===== src/rtl/max7219_rx.sv =====
// MAX7219 3-wire link receiver: oversampled shift path feeding a shadow register file.
// Optional Code-B read-back decode is enabled with `define MAX_RX_DECODE_EN.
module max7219_rx #(
  parameter int DIGIT_NUM = 8
) (
  input  logic       clock,
  input  logic       reset,
  input  logic       sck,
  input  logic       din,
  input  logic       load,
  input  logic [2:0] rd_digit,
  output logic [7:0] rd_segments,
  output logic       frame_valid,
  output logic       frame_error,
  output logic [3:0] frame_addr,
  output logic [7:0] frame_data,
  output logic [7:0] decode_mode,
  output logic [3:0] intensity,
  output logic [2:0] scan_limit,
  output logic       shutdown_n,
  output logic       test_mode
);

  // [0],[1] synchronize, [2] holds the previous synchronized level for edge detect
  logic [2:0]  sck_q, load_q;
  logic [1:0]  din_q;
  logic        sck_rise, load_rise;
  logic [15:0] shift_q;
  logic [4:0]  bit_cnt;
  logic [7:0]  digit_q [DIGIT_NUM];
  logic        commit_ok;
  logic [3:0]  c_addr;
  logic [7:0]  c_data;
  logic [7:0]  raw_sel;
  logic [7:0]  seg_next;

  assign sck_rise  = sck_q[1] & ~sck_q[2];
  assign load_rise = load_q[1] & ~load_q[2];
  assign commit_ok = load_rise && (bit_cnt == 5'd16);
  assign c_addr    = shift_q[11:8];
  assign c_data    = shift_q[7:0];

  always_ff @(posedge clock) begin
    if (!reset) begin
      sck_q  <= '0;
      load_q <= '0;
      din_q  <= '0;
    end else begin
      sck_q  <= {sck_q[1:0], sck};
      load_q <= {load_q[1:0], load};
      din_q  <= {din_q[0], din};
    end
  end

  // load_rise implies synchronized load is high, so a coincident sck edge is dropped
  always_ff @(posedge clock) begin
    if (!reset) begin
      shift_q     <= '0;
      bit_cnt     <= '0;
      frame_valid <= 1'b0;
      frame_error <= 1'b0;
      frame_addr  <= '0;
      frame_data  <= '0;
      decode_mode <= '0;
      intensity   <= '0;
      scan_limit  <= '0;
      shutdown_n  <= 1'b0;
      test_mode   <= 1'b0;
    end else begin
      frame_valid <= 1'b0;
      frame_error <= 1'b0;
      if (load_rise) begin
        bit_cnt <= '0;
        if (commit_ok) begin
          frame_valid <= 1'b1;
          frame_addr  <= c_addr;
          frame_data  <= c_data;
          case (c_addr)
            4'h9:    decode_mode <= c_data;
            4'hA:    intensity   <= c_data[3:0];
            4'hB:    scan_limit  <= c_data[2:0];
            4'hC:    shutdown_n  <= c_data[0];
            4'hF:    test_mode   <= c_data[0];
            default: ;
          endcase
        end else begin
          frame_error <= 1'b1;
        end
      end else if (sck_rise && !load_q[1]) begin
        shift_q <= {shift_q[14:0], din_q[1]};
        if (bit_cnt != 5'd31) bit_cnt <= bit_cnt + 5'd1;
      end
    end
  end

  // digit addresses past DIGIT_NUM match no slot and are silently dropped
  always_ff @(posedge clock) begin
    for (int i = 0; i < DIGIT_NUM; i++) begin
      if (!reset)
        digit_q[i] <= '0;
      else if (commit_ok && c_addr == 4'(i + 1))
        digit_q[i] <= c_data;
    end
  end

`ifdef MAX_RX_DECODE_EN
  function automatic logic [6:0] code_b(input logic [3:0] v);
    case (v)
      4'h0: code_b = 7'h7E;
      4'h1: code_b = 7'h30;
      4'h2: code_b = 7'h6D;
      4'h3: code_b = 7'h79;
      4'h4: code_b = 7'h33;
      4'h5: code_b = 7'h5B;
      4'h6: code_b = 7'h5F;
      4'h7: code_b = 7'h70;
      4'h8: code_b = 7'h7F;
      4'h9: code_b = 7'h7B;
      4'hA: code_b = 7'h01;
      4'hB: code_b = 7'h4F;
      4'hC: code_b = 7'h37;
      4'hD: code_b = 7'h0E;
      4'hE: code_b = 7'h67;
      default: code_b = 7'h00;
    endcase
  endfunction
`endif

  always_comb begin
    raw_sel = '0;
    for (int i = 0; i < DIGIT_NUM; i++)
      if (rd_digit == 3'(i)) raw_sel = digit_q[i];
  end

  always_comb begin
    seg_next = raw_sel;
`ifdef MAX_RX_DECODE_EN
    if (decode_mode[rd_digit]) seg_next = {raw_sel[7], code_b(raw_sel[3:0])};
`endif
    if (test_mode)
      seg_next = 8'hFF;
    else if (!shutdown_n)
      seg_next = 8'h00;
    else if (rd_digit > scan_limit || {1'b0, rd_digit} >= 4'(DIGIT_NUM))
      seg_next = 8'h00;
  end

  always_ff @(posedge clock) begin
    if (!reset) rd_segments <= '0;
    else        rd_segments <= seg_next;
  end

endmodule


===== config.mk =====
export PLATFORM = sky130hd
export DESIGN_NAME = max7219_rx
export DESIGN_NICKNAME = d
export VERILOG_FILES = /design/src/rtl/max7219_rx.sv
export SDC_FILE = /design/constraint.sdc
export NUM_CORES = 1
export LEC_CHECK = 0
export CORE_MARGIN = 1.5
export CORE_UTILIZATION = 52
export DETAILED_ROUTE_END_ITERATION = 16
export PLACE_DENSITY = 0.85
export SLEW_MARGIN = 20
export SYNTH_ARGS = -nofsm -noshare
export SYNTH_HDL_FRONTEND = slang
export SYNTH_SLANG_ARGS = --single-unit

===== constraint.sdc =====
create_clock -name clock -period 2.3 [get_ports clock]
set_input_delay 0.46 -clock clock [delete_from_list [all_inputs] [get_ports clock]]
set_output_delay 0.46 -clock clock [all_outputs]
set_load 0.03 [all_outputs]

; Yosys cells after proc, flatten, opt, wreduce, memory -nomap -nowiden
; Memories as Yosys holds them, arrays and structs flattened.
; Cells that the tools add are included.
[classes]
add_sub_neg = 1
n_mul = 0
n_div = 0
order_cmp = 1
eq_ne = 22
n_shift = 0
muxes = 46
bitwise = 14
reduce_logical = 22
[ops]
columns = operator, n
row1 = $mux W8, 19
row2 = $mux W1, 27
row3 = $eq A4 B4 Y1 const B, 6
row4 = $eq A4 B3 Y1 const B, 4
row5 = $reduce_and A3 Y1, 5
row6 = $eq A3 B3 Y1 const B, 4
row7 = $logic_and A1 B1 Y1, 10
row8 = $eq A4 B2 Y1 const B, 2
row9 = $or A1 B1 Y1, 8
row10 = $reduce_and A2 Y1, 4
row11 = $eq A3 B2 Y1 const B, 2
row12 = $add A5 B1 Y5 const B, 1
row13 = $eq A5 B5 Y1 const B, 1
row14 = $ne A5 B5 Y1 const B, 1
row15 = $eq A4 B1 Y1 const B, 1
row16 = $not A1 Y1, 4
row17 = $eq A3 B1 Y1 const B, 1
row18 = $gt A3 B3 Y1, 1
row19 = $logic_not A3 Y1, 1
row20 = $and A1 B1 Y1, 2
row21 = $reduce_or A2 Y1, 1
row22 = $logic_not A1 Y1, 1
[totals]
ff_bits = 64
latch_bits = 0
mem_bits_rw = 64
rom_bits = 0
input_bits = 8
out_inout_bits = 39
word_cells = 122
memories = 1
[memory_table]
columns = memory, depth, width, read_ports, rd_clocked_by_memory_dff, wr, line
row1 = digit_q, 8, 8, 8, 0, 8, 30  ; logic [7:0] digit_q [DIGIT_NUM];

; Logic depth before layout (Yosys ltp)
[depth]
ltp_word = 12
depth_mapped = 9
mapped_depth_nobuf = 7

; Least setup slack after synthesis
; No wires, ideal clock.
[synth_path]
kind = reg2reg
startpoint = register bit_cnt[0]
endpoint = memory digit_q[7][0], in the netlist digit_q[1][24] (enable)
setup_time_ns = 0.384
arrival_ns = 1.888
required_time_ns = 1.916
slack_ns = 0.028
stages_incl_launch_ff = 7
n_path_buf = 0
synth_period_minus_slack_ns = 2.272
cell_sequence = dfxtp_1 -> inv_1 -> ha_1 -> and4bb_1 -> nand2_2 -> or3_4 -> o21ai_0
[synth_rtl]
columns = item, line
row1 = from (decl), 29  ; logic [4:0] bit_cnt;
row2 = from (signal assigned), 91  ; if (bit_cnt != 5'd31) bit_cnt <= bit_cnt + 5'd1;
row3 = to (decl), 30

; Final worst setup path
[layout_path]
startpoint = register test_mode
endpoint = output port test_mode
[layout_rtl]
columns = item, line
row1 = from (decl), 21  ; output logic test_mode
row2 = from (signal assigned), 83  ; 4'hF: test_mode <= c_data[0];
; No word-level cell between the ends.

==> impl_metrics.tcl <==
set metrics [dict create \
    peakVddDrop_mv 0.463 \
    drt-initial-drc-count 199 \
    dp_hpwl_mm 8.07 \
    max_slew_margin_pct 31.7 \
    cts_tree "yes" \
    worst_slew_pin_slew_ns 1.01 \
    syn_to_final_growth_pct 22.2 \
    antenna_found_initial 0 \
    io_pins 47 \
    cp_data_required_time_ns 1.84 \
    syn_area_um2 5460 \
    clock_latency_ns 0.53 \
    max_freq_mhz 454 \
    grt_pass1_vias 3751 \
    setup_viol 0 \
    nNetsFinal 545 \
    die_h_um 105 \
    cp-end-kind "primary output" \
    clkTransAtPathRegs_ns 0.06 \
    ys_ff_latch 128 \
    cts-htree-levels 4 \
    p_per_area_nw_per_um2 771 \
    skew_ns 0.0107 \
    synth_top_area_share_pct 35.2 \
    slowest_delay_ns 0.73 \
    yosysWarnings 0 \
    placed_area_um2 6100 \
    crit_chain "clkdlybuf4s50_1" \
    vias_per_cell 5.49 \
    arrival_ns 1.74 \
    power_mw 5.14 \
    drive_gt1_share_pct 13.6 \
    synth-edff-count 64 \
    timing.hold.ws_ns 0.440 \
    start_util_pct 53.3 \
    via_count 3735 \
    wl_mm 12.0 \
    drc_errors 0 \
    finalCritPeriodShare_pct 95.9 \
    grt_first_pass_wirelength_mm 19.3 \
    cts.sinks 128 \
    min_period_ns 2.20 \
    cap_violations 0 \
    critPathTopFamily "buffers and inverters" \
    gp_congestion 0.872 \
    cts_setup_buffers 0 \
    placed_cells 648 \
    cp_slowest_cell "clkdlybuf4s50_1" \
    grt-ovfl-total 0 \
    synth_fp_nets 491 \
    postSynthAreaPerCell_um2 11.4 \
    design_area_um2 6670 \
    die_area_um2 11100 \
    use_met3_pct 5.63 \
    holdCritPathClass "flip-flop to flip-flop" \
    fin_cells 680 \
    final_antenna_net_count 0 \
    cts.repair.resized 0 \
    top_usage_layer "met2" \
    synthDistinctLibCells 48 \
    dr.pass1.iters 4 \
    numCtsBuffers 17 \
    max-clock-path-buffers 2 \
    synth_flop_cell "edfxtp_1" \
    dp_slack_ns 0.0789 \
    setup_tns_ns 0 \
    crit_fanout 4 \
    clock-root-buffer "clkbuf_8" \
    wl_per_cell_um 17.6 \
    n_antenna_cell 0 \
    cellLeakagePower_nw 2.49 \
    grtUsageMet2_pct 39.3 \
    drv_slew 0 \
    rsz0062_at_grt "false" \
    setup.worst_path.class "flip-flop to primary output" \
    finalHoldViolations 0 \
    layout_setup_ws_ns 0.0952 \
    grt_max_degree 38 \
    finalCoreUtilization_pct 65.1 \
    path_buf_inv 1 \
    outcome "finished, final reports clean" \
    cts_hold_buf 0 \
    ys_seq_area_share_pct 58.7 \
    gr-usage-all-layers_pct 23.3 \
    async_flop_share_pct 0 \
    die_x_um 105 \
    crit_path_start_kind "flip-flop" \
    netlist_instances 477 \
    ys_top_cells_by_area "edfxtp_1 35%, dfxtp_1 23%, and2_1 8.5%, mux2i_1 4.6%, nand2_1 4.0%" \
    use_met1_pct 27.8 \
    synth_area_leader_cell "edfxtp_1" \
    core_um2 10200 \
    rows 37 \
    io_buffers 46 \
]
[cell usage in the layout (no fill, tap or decap), types with 4 or more instances in the layout]
cell type,count
mux2_2,7
nor2_2,5
and2_1,74
nor2b_1,19
dfxtp_1,64
edfxtp_1,64
mux2i_1,25
a21boi_0,26
o22ai_1,6
ha_1,6
nor2_1,7
clkinv_4,5
nand2_1,58
a32oi_1,6
inv_1,6
clkbuf_16,16
buf_4,21
nand2b_1,4
o221ai_1,7
o21ai_0,25
clkdlybuf4s50_1,46
[registers in the layout, summed over array words and instances, names as in the netlist]
register	count
digit_q	64
shift_q	12
decode_mode	8
frame_data	8
rd_segments	8
bit_cnt	5
frame_addr	4
intensity	4
load_q	3
scan_limit	3
sck_q	3
din_q	2
frame_error	1
frame_valid	1
shutdown_n	1
test_mode	1
[synthesized netlist by cell type (all sizes together), types with 4 or more instances]
master / count
nor2b: 19
buf: 9
nand2b: 4
o22ai: 6
mux2: 7
mux2i: 25
ha: 6
clkbuf: 23
a32oi: 6
edfxtp: 64
nand3b: 4
o221ai: 7
inv: 6
dfxtp: 64
o21ai: 25
and2: 74
nand2: 59
a21boi: 26
nor2: 15
[area by class of cell]
type | count | area [um2]
Clock buffer | 19 | 422
Clock inverter | 13 | 139
Fill cell | 755 | 3570
Inverter | 6 | 22.5
Multi-Input combinational cell | 311 | 2090
Sequential cell | 128 | 3200
Tap cell | 136 | 170
Timing Repair Buffer | 67 | 618
[cells by family (layout without fill, tap and decap cells)]
| group | after synthesis | count (layout) | share of synthesized area [%] |
|---|---|---|---|
| muxes | 34 | 34 | 6.86 |
| AOI/OAI and AO/OA | 76 | 76 | 9.43 |
| adders and majority gates | 6 | 6 | 1.38 |
| DFF | 128 | 128 | 58.7 |
| and+or+nand+nor | 192 | 192 | 20.2 |
| buffers and inverters | 38 | 105 | 2.96 |
| xor gates and xnor gates | 3 | 3 | 0.482 |
[per-layer routing]
metal,vias to the layer above,share of wire (%)
met5,-,0
met3,32,5.8
met1,1782,40
li1,1781,-
met2,140,51
met4,0,3.0
[power breakdown]
group	total [mW]	internal, mW	switching (mW)
registers	2.45	2.44	0.0172
clock network	2.50	1.54	0.961
logic	0.190	0.0821	0.108
total	5.14	4.06	1.09
[worst paths after layout]
check | startpoint | endpoint | slack, ns | cells after the start
worst min register to register | load_q[0]$_SDFF_PN0_ | load_q[1]$_SDFF_PN0_ | 0.44 | 1
worst min-delay path | load_q[0]$_SDFF_PN0_ | load_q[1]$_SDFF_PN0_ | 0.44 | 1
worst max register to register | bit_cnt[0]$_SDFFE_PP0P_ | digit_q[1][17]$_SDFFCE_PN0P_ | 0.13 | 5
worst max-delay path | test_mode$_SDFFE_PN0P_ | test_mode | 0.1 | 1
(Power assumes the default switching activity.)
